### config.mk
export PLATFORM = sky130hd
export DESIGN_NAME = timer_bus_master
export DESIGN_NICKNAME = d
export VERILOG_FILES = /design/src/rtl/design_params_pkg.sv /design/src/rtl/timer_bus_master.sv
export SDC_FILE = /design/constraint.sdc
export NUM_CORES = 1
export LEC_CHECK = 0
export BUFFER_PORTS_ARGS = -buffer_cell sky130_fd_sc_hd__buf_4
export CAP_MARGIN = 20
export CORE_ASPECT_RATIO = 0.5
export CORE_MARGIN = 1
export CORE_UTILIZATION = 47
export DETAILED_ROUTE_END_ITERATION = 7
export GPL_TIMING_DRIVEN = 0
export PLACE_DENSITY = 0.79
export SLEW_MARGIN = 20
export SYNTH_ARGS = -nofsm -noshare
export SYNTH_HDL_FRONTEND = slang
export SYNTH_SLANG_ARGS = --single-unit
### constraint.sdc
create_clock -name clk -period 1.25 [get_ports clk]
set_input_delay 0.25 -clock clk [delete_from_list [all_inputs] [get_ports clk]]
set_output_delay 0.25 -clock clk [all_outputs]
set_load 0.005 [all_outputs]
### src/rtl/design_params_pkg.sv
// design_params_pkg: shared bus widths, the timer register map and the bus-master types.
// Used by timer_bus_master and anything else that talks to the timer peripheral.
package design_params_pkg;

    localparam int P_ADDR_WIDTH = 8;
    localparam int P_DATA_WIDTH = 32;

    localparam logic [P_ADDR_WIDTH-1:0] P_ADDR_CONTROL = 8'h00;
    localparam logic [P_ADDR_WIDTH-1:0] P_ADDR_LOAD    = 8'h04;
    localparam logic [P_ADDR_WIDTH-1:0] P_ADDR_STATUS  = 8'h08;
    localparam logic [P_ADDR_WIDTH-1:0] P_ADDR_COUNT   = 8'h0C;

    localparam int P_BIT_START = 0;
    localparam int P_BIT_DONE  = 0;

    typedef enum logic [1:0] {IDLE, REQ, GAP} mst_state_e;

    typedef struct packed {
        logic                    write;
        logic [P_ADDR_WIDTH-1:0] addr;
        logic [P_DATA_WIDTH-1:0] wdata;
    } bus_cmd_t;

endpackage

### src/rtl/timer_bus_master.sv
// timer_bus_master: one-command-at-a-time initiator for the timer req/gnt register bus.
// Define TIMER_BUS_TIMEOUT_EN to abort a REQ with rsp_err after TIMEOUT_CYCLES without gnt.
module timer_bus_master
    import design_params_pkg::*;
#(
    parameter int ADDR_W         = P_ADDR_WIDTH,
    parameter int DATA_W         = P_DATA_WIDTH,
    parameter int TIMEOUT_CYCLES = 16
) (
    input  logic              clk,
    input  logic              reset_n,
    input  logic              cmd_valid,
    output logic              cmd_ready,
    input  logic              cmd_write,
    input  logic [ADDR_W-1:0] cmd_addr,
    input  logic [DATA_W-1:0] cmd_wdata,
    output logic              rsp_valid,
    output logic [DATA_W-1:0] rsp_rdata,
    output logic              rsp_err,
    output logic              busy,
    output logic              req,
    input  logic              gnt,
    output logic [ADDR_W-1:0] addr,
    output logic [DATA_W-1:0] wdata,
    output logic              write_en,
    input  logic [DATA_W-1:0] rdata
);

    mst_state_e state, state_nxt;
    bus_cmd_t   bus;
    logic       accept, done, tmo;

`ifdef TIMER_BUS_TIMEOUT_EN
    logic [7:0] wait_cnt;
    assign tmo = wait_cnt == 8'(TIMEOUT_CYCLES - 1);
`else
    assign tmo = TIMEOUT_CYCLES < 0;
`endif

    assign cmd_ready = state == IDLE;
    assign busy      = state != IDLE;
    assign accept    = cmd_ready && cmd_valid;
    assign done      = state == REQ && (gnt || tmo);
    assign addr      = ADDR_W'(bus.addr);
    assign wdata     = DATA_W'(bus.wdata);
    assign write_en  = bus.write;

    always_comb begin
        state_nxt = state;
        if (accept)
            state_nxt = REQ;
        else if (done)
            state_nxt = GAP;
        else if (state == GAP)
            state_nxt = IDLE;
    end

    // A timeout only completes the REQ when gnt is absent, so gnt wins a tie.
    always_ff @(posedge clk or negedge reset_n) begin
        if (!reset_n) begin
            state     <= IDLE;
            bus       <= '0;
            req       <= 1'b0;
            rsp_valid <= 1'b0;
            rsp_rdata <= '0;
            rsp_err   <= 1'b0;
`ifdef TIMER_BUS_TIMEOUT_EN
            wait_cnt  <= '0;
`endif
        end else begin
            state <= state_nxt;
            if (accept) begin
                bus     <= '{write: cmd_write, addr: P_ADDR_WIDTH'(cmd_addr), wdata: P_DATA_WIDTH'(cmd_wdata)};
                req     <= 1'b1;
                rsp_err <= 1'b0;
            end
            if (done) begin
                bus       <= '0;
                req       <= 1'b0;
                rsp_valid <= 1'b1;
                rsp_err   <= !gnt;
                rsp_rdata <= (bus.write || !gnt) ? '0 : rdata;
            end
            if (state == GAP)
                rsp_valid <= 1'b0;
`ifdef TIMER_BUS_TIMEOUT_EN
            if (accept)
                wait_cnt <= '0;
            else if (state == REQ)
                wait_cnt <= wait_cnt + 8'd1;
`endif
        end
    end

endmodule
==> flow_metrics.py <==
metrics = {
    "power_and_ir_drop": {
        "power.density_nw_per_um2": 2441,
        "clock_power_share_pct": 17.5,
        "vdd_drop_max_mv": 1.181,
        "power_switching_mw": 4.449,
        "seq_power_share_pct": 35.1,
        "p_leak_nw": 2.581,
        "switching_share_pct": 33.95,
        "p_int_mw": 8.655,
        "combPwrFrac_pct": 47.3,
    },
    "logic_synthesis": {
        "seq_area_frac_synth_pct": 55.28,
        "syn_area_per_cell_sq_um": 10.35,
        "ys.warnings.count": 0,
        "synth_area_sq_um": 3531,
        "syn_nets": 418,
        "postSynthCellCount": 341,
        "synth_seq_cells": 78,
        "yosysUniqueCellTypes": 19,
    },
    "critical_path": {
        "critPathMaxFanout": 2,
        "end_kind": "output pin",
        "reg2reg_depth": 5,
        "arrival_ps": 1080,
        "cp-start-kind": "flop",
        "required_ps": 1000,
        "timing.setup.critical_path_class": "reg2out",
    },
    "placement": {
        "portBuffers": 154,
        "place_congestion": 0.7549,
        "hpwl_um": 6226,
        "post-place-ws_ps": -74.03,
    },
    "sta": {
        "clock_skew_ps": 4.337,
        "worst_slack_ps": -83.22,
        "rsz0062_at_grt": "yes",
        "hold_viol_final": 0,
        "fmax_mhz": 750.1,
        "tightest_slew_ps": 959.2,
        "min_period_over_period_pct": 106.7,
        "slew_viol_final": 0,
        "slew_headroom_pct": 36.05,
        "fin_crit_ps": 1333,
        "setup_viol": 19,
    },
    "clock_network": {
        "cts.sinks": 78,
        "insertion_delay_ps": 330,
        "cts_tree": "yes",
        "cts_buffer_depth": 2,
        "cts.clk_slew.worst_paths_ps": 50,
        "cts-root-buf": "clkbuf_16",
        "htreeDepth": 3,
        "numCtsBuffers": 9,
        "hold_buffers": 0,
    },
    "worst_hold_path": {
        "hold_path.class": "in2async",
    },
    "drt": {
        "ant_nets": 0,
        "vias": 3130,
        "vias_per_cell": 5.106,
        "wl_um": 9297,
        "initialDrtViolationCount": 155,
        "wl_per_cell_um": 15.17,
        "drc": 0,
        "drtPass1Iterations": 4,
    },
    "layout": {
        "final_cell_mix": "buf_4 (160), dfrtp_1 (76), a21oi_1 (42)",
        "n_fill_cell": 487,
        "finalNetCount": 595,
        "fin_util_pct": 77.09,
        "layout-drive-gt1-share_pct": 45.11,
        "final_common_cell": "buf_4",
        "n_antenna_cell": 0,
        "areaGrowthSynthToFinish_pct": 52.02,
    },
    "floorplanning": {
        "die_x_um": 124.6,
        "core_sq_um": 6963,
        "fp.dieH_um": 63.29,
        "ios": 155,
        "std_cell_rows": 21,
        "die_area_sq_um": 7884,
        "start_util_pct": 50.71,
    },
    "global_route": {
        "grt_pass1_vias": 3075,
        "overflow": 0,
        "track_usage_pct": 24.52,
        "grt_pass1_wl_um": 15150,
        "antenna_found_initial": 0,
        "grt_start_max_net_pins": 79,
    },
    "run_status": {
        "violations": "setup timing",
        "status": "finished, violations left",
    },
    "run": {
        "maxCapViolCount": 0,
    },
}
## sequential cells by signal (all words and copies together), names as in the netlist
| register | cells |
|---|---|
| rsp_rdata | 32 |
| write_en | 1 |
| rsp_err | 1 |
| wdata | 32 |
| req | 1 |
| addr | 8 |
| rsp_valid | 1 |
| state | 2 |
## critical path, cell delays in order, from the launching register on
cell     delay [ps]
dfrtp_1         390
buf_6           130
nor2_4           90
inv_2            40
buf_6           100
## cell families after synthesis
group,Yosys count,share of synthesized area (%)
muxes,1,0.2835
buffers and inverters,30,5.422
DFF,78,55.28
and+or+nand+nor,110,17.08
AOI/OAI and AO/OA,122,21.93
## cells in the mapped netlist
| master | count | area share (%) |
|---|---|---|
| dfrtp_1 | 78 | 55 |
| a21oi_1 | 42 | 6.0 |
| nor2b_1 | 41 | 7.3 |
| o2bb2ai_1 | 41 | 10 |
| nand2_1 | 33 | 3.5 |
| nand2b_1 | 32 | 5.7 |
| o21ai_1 | 18 | 2.6 |
| o21ai_0 | 17 | 2.4 |
| clkbuf_1 | 11 | 1.2 |
| buf_6 | 8 | 2.6 |
| buf_2 | 6 | 0.85 |
| buf_4 | 3 | 0.64 |
| o21a_1 | 3 | 0.64 |
| inv_1 | 2 | 0.21 |
| nor2_1 | 2 | 0.21 |
| a21o_1 | 1 | 0.21 |
| and2b_1 | 1 | 0.21 |
| mux2i_1 | 1 | 0.28 |
| nand3b_1 | 1 | 0.21 |
## final cells by class
| class | instances | area [sq um] | share of cell area (%) |
|---|---|---|---|
| clock inverter | 2 | 10.01 | 0.1865 |
| inverter | 2 | 7.507 | 0.1399 |
| timing repair buffer | 166 | 1290 | 24.03 |
| sequential | 78 | 1954 | 36.41 |
| clock buffer | 12 | 246.5 | 4.592 |
| buffer | 28 | 252.7 | 4.709 |
| multi-input combinational | 233 | 1491 | 27.79 |
| tap | 92 | 115.1 | 2.145 |
## stage by stage
stage                     setup TNS (ps)  instance area [sq um]  hold WS [ps]  std cells  power, mW
final                             -352.4                   5368         80.72        613      13.10
after global placement            -982.7                   4802         465.0        587      9.784
after CTS                         -441.9                   5171         109.9        609      12.65
after detailed placement           -2521                   4802         466.2        587      9.949
after floorplan                        0                   3531        -45.59        341      7.175
after global routing               -3558                   5368         161.6        613      14.03
## final timing paths
kind                                          start                   endpoint  slack (ps)
max                            state[0]$_DFFE_PN0P_                       busy         -80
min                                         reset_n   rsp_rdata[4]$_DFFE_PN0P_          80
max reg2reg                    state[1]$_DFFE_PN0P_  rsp_rdata[12]$_DFFE_PN0P_         -30
min reg2reg                rsp_rdata[5]$_DFFE_PN0P_   rsp_rdata[5]$_DFFE_PN0P_         480
max in group asynchronous                   reset_n       state[1]$_DFFE_PN0P_         510
min in group clk                                gnt       state[1]$_DFFE_PN0P_         150
## repair_timing
| item | 4_1_cts | 5_1_grt |
|---|---|---|
| gates cloned | 4 | 2 |
| endpoints found under the setup margin | 65 | 76 |
| pin swaps | 13 | 2 |
| resized for setup | 38 | 50 |
| setup buffers | 4 | 2 |
## power by group through the flow
stage	Sequential, mW	Combinational, mW	Clock, mW
5_1_grt	4.75	6.81	2.47
2_1_floorplan	4.53	2.65	0
4_1_cts	4.55	5.77	2.33
3_3_place_gp	4.52	5.26	0
3_5_place_dp	4.55	5.40	0
6_report	4.60	6.20	2.30
## routing by layer
| layer | vias up | part of all wire (%) | GRT usage, % |
|---|---|---|---|
| li1 | 1533 | - | - |
| met1 | 1504 | 44 | 31.09 |
| met2 | 79 | 50 | 41.02 |
| met3 | 14 | 5.4 | 6.882 |
| met4 | 0 | 1.2 | 7.681 |
| met5 | - | 0 | 0 |
No activity file was read; power rests on OpenSTA's default activity.
